$ cat config.mk
export PLATFORM = sky130hd
export DESIGN_NAME = control_unit
export DESIGN_NICKNAME = d
export VERILOG_FILES = /design/src/rtl/cpu_ctrl_pkg.sv /design/src/rtl/control_unit.sv
export SDC_FILE = /design/constraint.sdc
export NUM_CORES = 1
export LEC_CHECK = 0
export ABC_AREA = 1
export BUFFER_PORTS_ARGS = -buffer_cell sky130_fd_sc_hd__buf_4
export CAP_MARGIN = 20
export CORE_MARGIN = 2
export CORE_UTILIZATION = 25
export DETAILED_ROUTE_END_ITERATION = 7
export PLACE_DENSITY_LB_ADDON = 0.3
export SLEW_MARGIN = 10
export SYNTH_ARGS = -nofsm -noshare
export SYNTH_HDL_FRONTEND = slang
export SYNTH_SLANG_ARGS = --single-unit
$ cat constraint.sdc
create_clock -name Clock -period 1.1 [get_ports Clock]
set_clock_uncertainty 0.15 [all_clocks]
set_input_delay 0.055 -clock Clock [delete_from_list [all_inputs] [get_ports Clock]]
set_output_delay 0.055 -clock Clock [all_outputs]
set_load 0.005 [all_outputs]
$ cat src/rtl/cpu_ctrl_pkg.sv
// cpu_ctrl_pkg
// Shared constants for the Phase 2 CPU control path: the control-sequencer
// state encoding, the instruction opcodes and a helper that tells whether an
// opcode is one of the three-register ALU instructions. The select-and-encode
// logic and the ALU import this package for the opcode constants.
package cpu_ctrl_pkg;

  // Sequencer states. RESET and HALT are the only non-running states.
  typedef enum logic [2:0] {
    S_RESET = 3'd0,
    S_T0    = 3'd1,
    S_T1    = 3'd2,
    S_T2    = 3'd3,
    S_T3    = 3'd4,
    S_T4    = 3'd5,
    S_T5    = 3'd6,
    S_HALT  = 3'd7
  } state_t;

  // Opcodes live in IR[31:27].
  localparam logic [4:0] OP_ADD  = 5'b00011;
  localparam logic [4:0] OP_SUB  = 5'b00100;
  localparam logic [4:0] OP_SHR  = 5'b00101;
  localparam logic [4:0] OP_SHL  = 5'b00110;
  localparam logic [4:0] OP_ROR  = 5'b00111;
  localparam logic [4:0] OP_ROL  = 5'b01000;
  localparam logic [4:0] OP_AND  = 5'b01001;
  localparam logic [4:0] OP_OR   = 5'b01010;
  localparam logic [4:0] OP_HALT = 5'b11011;

  // The supported ALU opcodes form one contiguous range, ADD through OR.
  function automatic logic is_alu_op(input logic [4:0] op);
    return (op >= OP_ADD) && (op <= OP_OR);
  endfunction

endpackage

$ cat src/rtl/control_unit.sv
// control_unit
// Hardwired control sequencer. Fetches an instruction in T0-T2, then executes
// a three-register ALU instruction in T3-T5 (Rb -> Y, Y op Rc -> ZLO,
// ZLO -> Ra). HALT or any unsupported opcode parks the sequencer in HALT from
// T3; only Clear low leaves HALT.
//
// Ports
//   Clock                 system clock, rising edge
//   Clear                 synchronous active-low reset
//   IR[31:0]              instruction register from the Datapath, opcode in [31:27]
//   Stop                  halt request, sampled only at the edge ending T5
//   Run                   1 in T0-T5
//   PC_Out/MAR_In/IncPC/PC_In        PC and MAR strobes
//   Read/MDR_In/MDR_Out/IR_In        memory read and IR load strobes
//   Y_In/ZLO_In/ZLO_Out              ALU operand and result strobes
//   Gra/Grb/Grc/R_In/R_Out           register field select and direction
//   CONTROL[4:0]          ALU operation, nonzero only in T4
//   state_o               current sequencer state (debug)
module control_unit
  import cpu_ctrl_pkg::*;
(
  input  logic        Clock,
  input  logic        Clear,
  input  logic [31:0] IR,
  input  logic        Stop,
  output logic        Run,
  output logic        PC_Out,
  output logic        MAR_In,
  output logic        IncPC,
  output logic        PC_In,
  output logic        Read,
  output logic        MDR_In,
  output logic        MDR_Out,
  output logic        IR_In,
  output logic        Y_In,
  output logic        ZLO_In,
  output logic        ZLO_Out,
  output logic        Gra,
  output logic        Grb,
  output logic        Grc,
  output logic        R_In,
  output logic        R_Out,
  output logic [4:0]  CONTROL,
  output state_t      state_o
);

  state_t     state_q, state_d;
  logic [4:0] opcode;
  logic       ir_fields_unused;

  assign opcode = IR[31:27];
  // Register fields are consumed by the select-and-encode logic, not here.
  assign ir_fields_unused = ^IR[26:0];

  // Next-state logic. IR is only meaningful from T3 on (loaded at the edge
  // ending T2), so the opcode is only looked at in T3.
  always_comb begin
    state_d = state_q;
    unique case (state_q)
      S_RESET: state_d = S_T0;
      S_T0:    state_d = S_T1;
      S_T1:    state_d = S_T2;
      S_T2:    state_d = S_T3;
      S_T3:    state_d = is_alu_op(opcode) ? S_T4 : S_HALT;
      S_T4:    state_d = S_T5;
      S_T5:    state_d = Stop ? S_HALT : S_T0;
      S_HALT:  state_d = S_HALT;
      default: state_d = S_RESET;
    endcase
  end

  always_ff @(posedge Clock) begin
    if (!Clear) begin
      state_q <= S_RESET;
    end else begin
      state_q <= state_d;
    end
  end

  assign state_o = state_q;

  // Moore output decode: strobes follow the current state; IR only matters
  // in T3 (supported or not) and T4 (ALU operation).
  always_comb begin
    Run     = 1'b0;
    PC_Out  = 1'b0;
    MAR_In  = 1'b0;
    IncPC   = 1'b0;
    PC_In   = 1'b0;
    Read    = 1'b0;
    MDR_In  = 1'b0;
    MDR_Out = 1'b0;
    IR_In   = 1'b0;
    Y_In    = 1'b0;
    ZLO_In  = 1'b0;
    ZLO_Out = 1'b0;
    Gra     = 1'b0;
    Grb     = 1'b0;
    Grc     = 1'b0;
    R_In    = 1'b0;
    R_Out   = 1'b0;
    CONTROL = 5'd0;
    unique case (state_q)
      S_T0: begin
        Run    = 1'b1;
        PC_Out = 1'b1;
        MAR_In = 1'b1;
        IncPC  = 1'b1;
        ZLO_In = 1'b1;
      end
      S_T1: begin
        Run     = 1'b1;
        ZLO_Out = 1'b1;
        PC_In   = 1'b1;
        Read    = 1'b1;
        MDR_In  = 1'b1;
      end
      S_T2: begin
        Run     = 1'b1;
        MDR_Out = 1'b1;
        IR_In   = 1'b1;
      end
      S_T3: begin
        Run = 1'b1;
        if (is_alu_op(opcode)) begin
          Grb   = 1'b1;
          R_Out = 1'b1;
          Y_In  = 1'b1;
        end
      end
      S_T4: begin
        Run     = 1'b1;
        Grc     = 1'b1;
        R_Out   = 1'b1;
        ZLO_In  = 1'b1;
        CONTROL = opcode;
      end
      S_T5: begin
        Run     = 1'b1;
        ZLO_Out = 1'b1;
        Gra     = 1'b1;
        R_In    = 1'b1;
      end
      default: ;
    endcase
  end

endmodule

-- After elaboration in Yosys (flattened, before gate mapping)
Index checks and enable logic that the tools add are counted.
- magnitude comparators: 2
- eq/ne operators: 7
- mux-type cells: 15
- reductions and logical operators: 5
- operators by type and width (cell ; number):
    $pmux 3 s8 ; 1
    $eq 3x3->1 const B ; 4
    $mux 1 ; 10
    $eq 3x2->1 const B ; 2
    $reduce_or 6->1 ; 1
    $ge 5x2->1 const B ; 1
    $le 5x4->1 const B ; 1
    $mux 5 ; 1
    $reduce_or 2->1 ; 2
    $eq 3x1->1 const B ; 1
    $logic_not 3->1 ; 1
    $mux 3 ; 1
    $mux 2 ; 1
    $pmux 1 s2 ; 1
    $logic_and 1x1->1 ; 1
- bits in registers: 3
- input bits: 35
- output and inout bits: 25
- logic and storage cells: 30

-- Depth between registers and ports, before layout
Gate-level depths: netlist of the first run.
- depth in word-level cells: 4
- mapped depth: 6
- depth with buffers taken out: 6

-- Worst setup path before layout of the first run
Ideal clock, no wire load.
- path type: reg-to-output
- start: register state_q[1], in the netlist state_o[1]
- end: output port Y_In
- data arrival time: 0.949 ns
- required time: 0.895 ns
- slack: -0.054 ns
- stages on the path, launching flop included: 5
- buffers on the path: 1
- cell sequence: dfxtp_1 > inv_2 > nand2_2 > nor3_1 > buf_4
- word-level cells in the longest chain between the ends: 2
- ends and longest elaborated chain (what ; line ; text):
    from (decl) ; control_unit.sv:47 ; state_t state_q, state_d;
    from (signal assigned) ; control_unit.sv:76 ; state_q <= state_d;
    $eq 3x3->1 ; n/a ;
    $mux 1 ; n/a ;
    to (decl) ; control_unit.sv:35 ; output logic Y_In,
No other way between the ends.

-- Worst setup path in the final report of the first run
- start: register state_q[1], in the netlist state_o[1]
- end: output port Run
- word-level cells in the longest chain between the ends: 3
- elaborated cells between the ends (all ways): 8
- classes of those cells: eq/ne (6); mux (1); reduce/logical (1)
- ends and longest elaborated chain (what ; line ; text):
    $eq 3x3->1, or another cell as far along ; control_unit.sv:103 ; unique case (state_q)
    $reduce_or 6->1 (no source line) * ; n/a ;
    $mux 1 * ; control_unit.sv:103 ;
    to (decl) ; control_unit.sv:26 ; output logic Run,
Every way passes the cells marked *; elsewhere a longest branch is shown, timed or not.

==> flow_summary.yaml, run 1 <==
critical_path:
  crit_type: "flop to output port"
  critPathArrivalTime_ps: 1110
  end_kind: "output port"
  crit_slowest_cell: "dfxtp_2"
  worst_path_most_repeated_cell: "buf_4"
  worstPathMaxFanout: 5
  cp_cell_sequence: "clkinv_4 > nand2_8 > buf_4 > nand3_1 > buf_4"
  start_kind: "flop"
  worstPathRequired_ps: 890
  slowest_delay_ps: 350
grt:
  grt_first_pass_wirelength_um: 1680
  antenna_found_initial: 0
  grt_overflow: 0
  grt_pass1_vias: 403
  track_usage_pct: 15.1
  grt_max_degree: 7
yosys:
  synthDistinctLibCells: 13
  yosysMostFrequentCell: "inv_1"
  synth-edff-count: 0
  netlist_top_cells_count: "11 x inv_1, 8 x nand2_1, 8 x nor2_2, 7 x buf_4, 7 x nor2_1"
  synth_seq_cells: 3
  avgSynthCellArea_um2: 5.88
  synth_top_area_share_pct: 18.3
  ys_warn_count: 0
  synthFlopType: "dfxtp_1"
  synth_top_cell_by_area: "dfxtp_1"
  yosysSeqAreaShare_pct: 18.3
  synthArstFlopShare_pct: 0
  synth_nets: 91
  syn_inst: 56
  synth_area_leaders: "dfxtp_1 18%, buf_4 16%, nor2_2 15%, inv_1 13%, nand2_1 9.1%"
  synthesis.area_um2: 329
power:
  power_frac_comb_pct: 59.6
  p_per_area_mw_per_mm2: 1080
  switching_share_pct: 36.1
  intPower_uw: 554
  seq_power_share_pct: 18.9
  irDropWorstVdd_uv: 772
  switchingPower_uw: 314
  p_leak_nw: 0.414
  clkPwrFrac_pct: 21.6
finish:
  syn2layout_area_growth_pct: 144
  stdcell_count: 113
  nets: 134
  antenna_cells: 0
  drive_above_1_share_pct: 78.6
  final_util_pct: 63.3
  largest_register_ffs: 3
drt:
  dr.pass1.iters: 4
  wl_um: 1100
  drtIter0Drc: 3
  vias: 457
  wl_per_cell_um: 9.70
  antenna_left: 0
  vias_per_cell: 4.04
  drc: 0
floorplan:
  coreArea_mm2: 0.00127
  dieArea_mm2: 0.00162
  initial_core_util_pct: 25.9
  ios: 60
  rows: 13
  fp.dieW_um: 40.3
  die_h_um: 40.3
timing:
  hold-worst-slack_ps: 157
  slew_headroom_pct: 85.0
  min_period_ps: 1320
  worst_pin_slew_ps: 224
  max_freq_ghz: 0.760
  slew_violations: 0
  finalWorstSetupSlack_ps: -216
  post-route-period-util_pct: 120
  final_hold_viol_count: 0
  setup_viol: 25
  rsz0062_at_grt: "yes"
hold_path:
  worstHoldPathType: "input port to flop"
placed_design:
  portBuffers: 32
  dp_hpwl_um: 766
  dp_cells: 103
  gp_congestion: 0.716
  pre_cts_ws_ps: -26.9
cts:
  tritoncts: "built"
  cts_root_buf: "clkbuf_4"
  h-tree-depth: 1
  clockBufferDepth: 2
  clkLatencyLatePin_ps: 230
  cts_made_buffers: 3
  path_clk_slew_ps: 40
  clock_sinks: 3
outcome:
  outcome: "finished, violations left"
  violations: "negative setup slack"
run:
  drv_cap: 0
==> per-stage QoR <==
step           instance area (µm²)  setup TNS (ps)  power, mW
5_1_grt                        803           -5520      0.934
4_1_cts                        731           -3240      0.798
3_5_place_dp                   593            -137      0.504
3_3_place_gp                   593            -146      0.499
6_report                       803           -4110      0.868
2_1_floorplan                  334           -4.35      0.321
==> cell usage in the layout (no fill, tap or decap), types with 2 or more instances in the layout <==
cell type	netlist	routed
nand2_1	8	6
nor2_4	0	5
buf_6	0	12
clkbuf_4	0	3
dfxtp_4	0	2
nand2_2	2	2
inv_1	11	7
inv_2	2	3
buf_4	7	32
a21oi_2	0	2
nor2_2	8	7
inv_4	0	2
nand3_1	3	3
nor2_1	7	3
==> final timing paths <==
kind | from | to | slack, ps | cells after the start
setup reg to reg | state_o[1]$_SDFF_PN0_ | state_o[1]$_SDFF_PN0_ | -140 | 7
setup / recovery | state_o[1]$_SDFF_PN0_ | Run | -220 | 5
hold reg to reg | state_o[0]$_SDFF_PN0_ | state_o[0]$_SDFF_PN0_ | 510 | 3
hold / removal | Stop | state_o[2]$_SDFF_PN0_ | 160 | 5
==> layer usage <==
metal | vias to the layer above | wire [µm] | track usage [%]
met3 | 0 | 65 | 3.33
met2 | 13 | 590 | 25.4
li1 | 242 | - | -
met1 | 202 | 441 | 19.9
met5 | - | 0 | 0
met4 | 0 | 0 | 2.50
==> logic make-up after synthesis <==
| logic type | share of synthesized area [%] |
|---|---|
| flops | 18.3 |
| buf+inv | 30.8 |
| simple gates | 45.2 |
| compound gates | 5.70 |
==> layout make-up <==
type	instances	area [µm²]
clock buffers	4	26.3
fillers	106	465
inverters	13	58.8
multi-input cells	33	245
flip-flops and latches	3	68.8
well taps	15	18.8
repair buffers	45	385
==> power groups by stage <==
stage	Combinational [mW]	Sequential [mW]	Clock, mW
CTS	0.448	0.154	0.195
global route	0.562	0.168	0.205
floorplan	0.171	0.150	0
finish	0.517	0.164	0.187
detailed placement	0.358	0.146	0
global placement	0.353	0.145	0
==> timing repair <==
| action | CTS | global route |
|---|---|---|
| gates resized for setup | 24 | 18 |
| endpoints found under the hold margin | 3 | 0 |
| buffers inserted | 4 | 1 |
| setup endpoints to repair | 23 | 26 |
| pin swaps | 2 | 5 |
| hold buffers | 1 | 0 |
==> worst max-delay path, delay by kind of cell (launching register included) <==
kind          cells  cell delay [ps]
simple gates      2              170
buf+inv           3              360
flops             1              350
No activity file was read; power rests on OpenSTA's default activity.
==> run 2, diff against run 1 <==
- ABC_AREA: 1 -> not set
- CORE_UTILIZATION: 25 -> 26
==> run 2 against run 1 <==
Against the previous run: largest cell class unchanged; highest routed layer is now met4; the flow finishes with violations (negative hold slack, negative setup slack); count of clock-buffer cells in the layout unchanged; core utilization up 6.1 points; critical endpoint is now CONTROL[3]; global-route usage down 2.3 points; synthesized cell count down 20%; die area up 1.1%; fmax down 4.7%.
==> flow_summary.yaml, run 2 <==
drt:
  drc: 0
  vias_per_cell: 4.51
  drtIter0Drc: 2
  vias: 469
  dr.pass1.iters: 3
  wl_per_cell_um: 10.5
  antenna_left: 0
  wl_um: 1090
outcome:
  violations: "negative hold slack, negative setup slack"
  outcome: "finished, violations left"
timing:
  hold-worst-slack_ps: -12.6
  tns_ps: -4820
  max_freq_ghz: 0.724
  slew_violations: 0
  rsz0062_at_grt: "yes"
  post-route-period-util_pct: 126
  min_period_ps: 1380
  final_hold_viol_count: 1
  setup_viol: 24
  finalWorstSetupSlack_ps: -281
  worst_pin_slew_ps: 411
  slew_headroom_pct: 71.8
finish:
  drive_above_1_share_pct: 79.8
  layout_commonest_cell: "buf_4"
  multiInputGateArea_um2: 293
  ff_latch_area_um2: 68.8
  fillerInstances: 97
  antenna_cells: 0
  syn2layout_area_growth_pct: 154
  nets: 125
  largest_register_ffs: 3
  final_util_pct: 69.4
  final_cell_mix: "31 x buf_4, 16 x buf_6, 5 x and2_1"
yosys:
  synthesis.area_um2: 347
  synth_seq_cells: 3
  synthArstFlopShare_pct: 0
  syn_inst: 45
  yosysMostFrequentCell: "buf_4"
  synth_area_leaders: "dfxtp_1 17%, buf_4 15%, and2_1 9.0%, buf_6 6.5%, nor3_4 4.7%"
  synthFlopType: "dfxtp_1"
  synth-edff-count: 0
  synthDistinctLibCells: 22
  netlist_top_cells_count: "7 x buf_4, 5 x and2_1, 4 x nor2_1"
  synth_top_area_share_pct: 17.3
  yosysSeqAreaShare_pct: 17.3
  synth_nets: 80
  synth_top_cell_by_area: "dfxtp_1"
  avgSynthCellArea_um2: 7.70
  ys_warn_count: 0
critical_path:
  slowest_delay_ps: 330
  worstPathMaxFanout: 6
  reg2reg_slack_ps: -100
  start_kind: "flop"
  end_kind: "output port"
  path_depth: 4
  worstPathRequired_ps: 890
  crit_slowest_cell: "dfxtp_2"
  crit-reg2reg-capture: "state_o[1]$_SDFF_PN0_"
  setup.worst_path.start: "state_o[1]$_SDFF_PN0_"
  crit_family: "simple AND/OR/NAND/NOR gates"
  crit_type: "flop to output port"
  ff2ff_path_depth: 5
  worst-path-buf-inv: 2
  rr_startpoint: "state_o[0]$_SDFF_PN0_"
  crit_path_end: "CONTROL[3]"
  critPathArrivalTime_ps: 1180
  cp_cell_sequence: "buf_12 > nor3_4 > and2_1 > buf_4"
cts:
  clockBufferDepth: 2
  cts_root_buf: "clkbuf_4"
  h-tree-depth: 1
  clkLatencyLatePin_ps: 230
  cts_made_buffers: 3
  clock_sinks: 3
  path_clk_slew_ps: 40
  tritoncts: "built"
floorplan:
  dieArea_mm2: 0.00164
  fp.dieW_um: 40.5
  ios: 60
  die_h_um: 40.5
  initial_core_util_pct: 27.3
  coreArea_mm2: 0.00127
  rows: 13
grt:
  grt_max_degree: 7
  track_usage_pct: 12.8
  grt_overflow: 0
  antenna_found_initial: 0
  grt_first_pass_wirelength_um: 1410
  grt_pass1_vias: 359
power:
  irDropWorstVdd_uv: 517
  p_leak_nw: 0.418
  p_per_area_mw_per_mm2: 814
placed_design:
  gp_congestion: 0.724
  portBuffers: 32
  dp_hpwl_um: 706
  pre_cts_ws_ps: -91.1
run:
  drv_cap: 0
hold_path:
  worstHoldPathType: "input port to flop"
-- run 2: stage by stage --
step                power, mW  hold WS [ps]  cells  instance area, µm²
floorplan               0.267          44.6     45                 370
global placement        0.396           175     91                 639
detailed placement      0.397           176     91                 639
CTS                     0.671          7.93    100                 792
global route            0.758          31.2    104                 881
finish                  0.717         -12.6    104                 881
-- run 2: worst min-delay path by stage --
| stage | depth (start not counted) | endpoint | start |
|---|---|---|---|
| final | 3 | state_o[2]$_SDFF_PN0_ | Stop |
| after global routing | 3 | state_o[2]$_SDFF_PN0_ | Stop |
| after CTS | 3 | state_o[2]$_SDFF_PN0_ | Stop |
| after detailed placement | 2 | state_o[2]$_SDFF_PN0_ | Clear |
| after global placement | 2 | state_o[0]$_SDFF_PN0_ | Clear |
| after floorplan | 1 | state_o[1]$_SDFF_PN0_ | Clear |
-- run 2: area by class of cell --
| class | instances | area share, % |
|---|---|---|
| Tap cell | 15 | 2.13 |
| Clock buffer | 4 | 2.98 |
| Inverter | 3 | 3.55 |
| Multi-Input combinational cell | 30 | 33.2 |
| Timing Repair Buffer | 49 | 50.3 |
| Sequential cell | 3 | 7.81 |
-- run 2: report_power, final --
part / leakage [nW] / switching, mW / internal [mW]
registers: 0.0264 / 0.0167 / 0.119
logic: 0.377 / 0.160 / 0.229
clock network: 0.0150 / 0.0564 / 0.136
total: 0.418 / 0.233 / 0.484
-- run 2: logic make-up after synthesis --
family / after synthesis / synth area share (%)
flip-flops: 3 / 17.3
AO/OA/AOI/OAI: 8 / 17.3
buffers and inverters: 12 / 26.4
multiplexers: 1 / 2.89
AND/OR/NAND/NOR: 21 / 36.1
-- run 2: worst reg2reg max path: cells and delay by family (launching register included) --
kind | cells | cell delay [ps]
buffers and inverters | 2 | 240
AO/OA/AOI/OAI | 2 | 290
flip-flops | 1 | 360
AND/OR/NAND/NOR | 1 | 110
-- run 2: metal layers --
metal | up-vias | GRT usage (%) | wire length [µm]
li1 | 238 | - | -
met1 | 209 | 15.6 | 427
met2 | 20 | 21.0 | 550
met3 | 2 | 1.67 | 96
met4 | 0 | 7.50 | 13
met5 | - | 0 | 0
-- run 2: timing repair --
| action | CTS | global route |
|---|---|---|
| pin swaps | 12 | 11 |
| resized for setup | 22 | 19 |
| hold endpoints to repair | 3 | 0 |
| buffers inserted | 4 | 5 |
| hold buffers | 1 | 0 |
| setup endpoints to repair | 24 | 23 |
==> run 3, diff against run 2 <==
- SETUP_SLACK_MARGIN: not set -> 0.1
==> run 3 against run 2 <==
Against the previous run: the flow finishes with violations (negative setup slack); combinational power shrank 25%; cell area shrank 13%; sequential share of layout area is 1.5 points higher; wire length down 4.0%; power is 12% lower; register-to-register slack improved by 40 ps; sequential cell count is the same; die area did not move; sequential power rose by 9%; clock power is essentially flat; critical path type unchanged.
==> flow_summary.yaml, run 3 (synthesized netlist as in run 2, its figures left out) <==
cts:
  clkLatencyLatePin_ps: 230
  clockBufferDepth: 2
  clock_sinks: 3
  path_clk_slew_ps: 30
  h-tree-depth: 1
  cts_made_buffers: 3
  cts_root_buf: "clkbuf_4"
  tritoncts: "built"
grt:
  grt_max_degree: 9
  grt_overflow: 0
  track_usage_pct: 14.7
  grt_first_pass_wirelength_um: 1570
  antenna_found_initial: 0
  grt_pass1_vias: 397
critical_path:
  end_kind: "output port"
  crit_type: "flop to output port"
  worstPathMaxFanout: 6
  reg2reg_slack_ps: -60
  crit-reg2reg-capture: "state_o[1]$_SDFF_PN0_"
  ff2ff_path_depth: 4
  setup.worst_path.start: "state_o[2]$_SDFF_PN0_"
  critPathArrivalTime_ps: 1130
  worstPathRequired_ps: 890
  rr_startpoint: "state_o[2]$_SDFF_PN0_"
  start_kind: "flop"
drt:
  wl_per_cell_um: 10.3
  vias_per_cell: 4.52
  antenna_left: 0
  vias: 457
  dr.pass1.iters: 2
  wl_um: 1040
  drtIter0Drc: 1
  drc: 0
timing:
  slew_violations: 0
  tns_ps: -3890
  slew_headroom_pct: 85.6
  post-route-period-util_pct: 121
  worst_pin_slew_ps: 210
  max_freq_ghz: 0.750
  rsz0062_at_grt: "yes"
  min_period_ps: 1330
  final_hold_viol_count: 0
  finalWorstSetupSlack_ps: -233
  setup_viol: 23
hold_path:
  hold_depth: 4
  worstHoldStart: "Stop"
  worstHoldPathType: "input port to flop"
  whs_endpoint: "state_o[1]$_SDFF_PN0_"
floorplan:
  coreArea_mm2: 0.00127
  rows: 13
  initial_core_util_pct: 27.3
  dieArea_mm2: 0.00164
  fp.dieW_um: 40.5
  ios: 60
  die_h_um: 40.5
outcome:
  violations: "negative setup slack"
  outcome: "finished, violations left"
finish:
  syn2layout_area_growth_pct: 120
  nets: 122
  antenna_cells: 0
  stdcell_count: 101
  layout_commonest_cell: "buf_4"
  drive_above_1_share_pct: 73.3
  fillerInstances: 116
  final_cell_mix: "39 x buf_4, 5 x and2_1, 5 x buf_6"
  final_area_um2: 763
  final_util_pct: 60.2
  largest_register_ffs: 3
placed_design:
  dp_cells: 90
  dp_hpwl_um: 782
  placed_cell_area_um2: 637
  portBuffers: 32
  gp_congestion: 0.809
power:
  p_leak_nw: 0.366
  irDropWorstVdd_uv: 725
  finalPower_uw: 630
  p_per_area_mw_per_mm2: 825
run:
  drv_cap: 0
-- run 3: power by group --
group          leakage [nW]  internal (mW)  total, mW  switching [mW]
combinational         0.325          0.173      0.291           0.118
sequential           0.0267          0.119      0.148          0.0292
clock                0.0150          0.136      0.190          0.0542
-- run 3: critical path, stage by stage (launching register included) --
cell,delay (ps)
dfxtp_4,380
inv_6,50
nor3_4,210
and2_1,160
buf_4,100
-- run 3: routing by layer --
layer	up-vias	wire length (µm)	part of all wire, %	GRT usage, %
li1	228	-	-	-
met1	204	391	37	14.8
met2	25	538	52	27.4
met3	0	115	11	3.33
met4	0	0	0	7.50
met5	-	0	0	0
-- run 3: worst max-delay path by stage --
stage	endpoint	slack, ps	cells past startpoint
2_1_floorplan	Y_In	-2	3
3_5_place_dp	state_o[1]$_SDFF_PN0_	-70	4
4_1_cts	CONTROL[0]	-250	4
6_report	CONTROL[0]	-230	4
3_3_place_gp	state_o[1]$_SDFF_PN0_	-70	5
5_1_grt	CONTROL[3]	-320	4
-- run 3: cell type report --
type | instances | area [µm²] | share of cell area, %
multi-input cells | 30 | 251 | 33.0
clock buffers | 4 | 26.3 | 3.44
repair buffers | 46 | 369 | 48.4
inverters | 3 | 26.3 | 3.44
flip-flops and latches | 3 | 71.3 | 9.34
well taps | 15 | 18.8 | 2.46
-- run 3: what timing repair did --
action,CTS,global route
hold buffers,2,0
resized for setup,13,0
hold endpoints to repair,3,0
setup buffers,5,0
setup endpoints to repair,26,27
pin swaps,10,3
-- run 3: per-stage QoR --
stage	hold slack [ps]	setup slack (ps)
4_1_cts	112	-245
6_report	112	-233
3_5_place_dp	180	-70.1
3_3_place_gp	171	-67.3
2_1_floorplan	49.5	-1.79
5_1_grt	128	-316
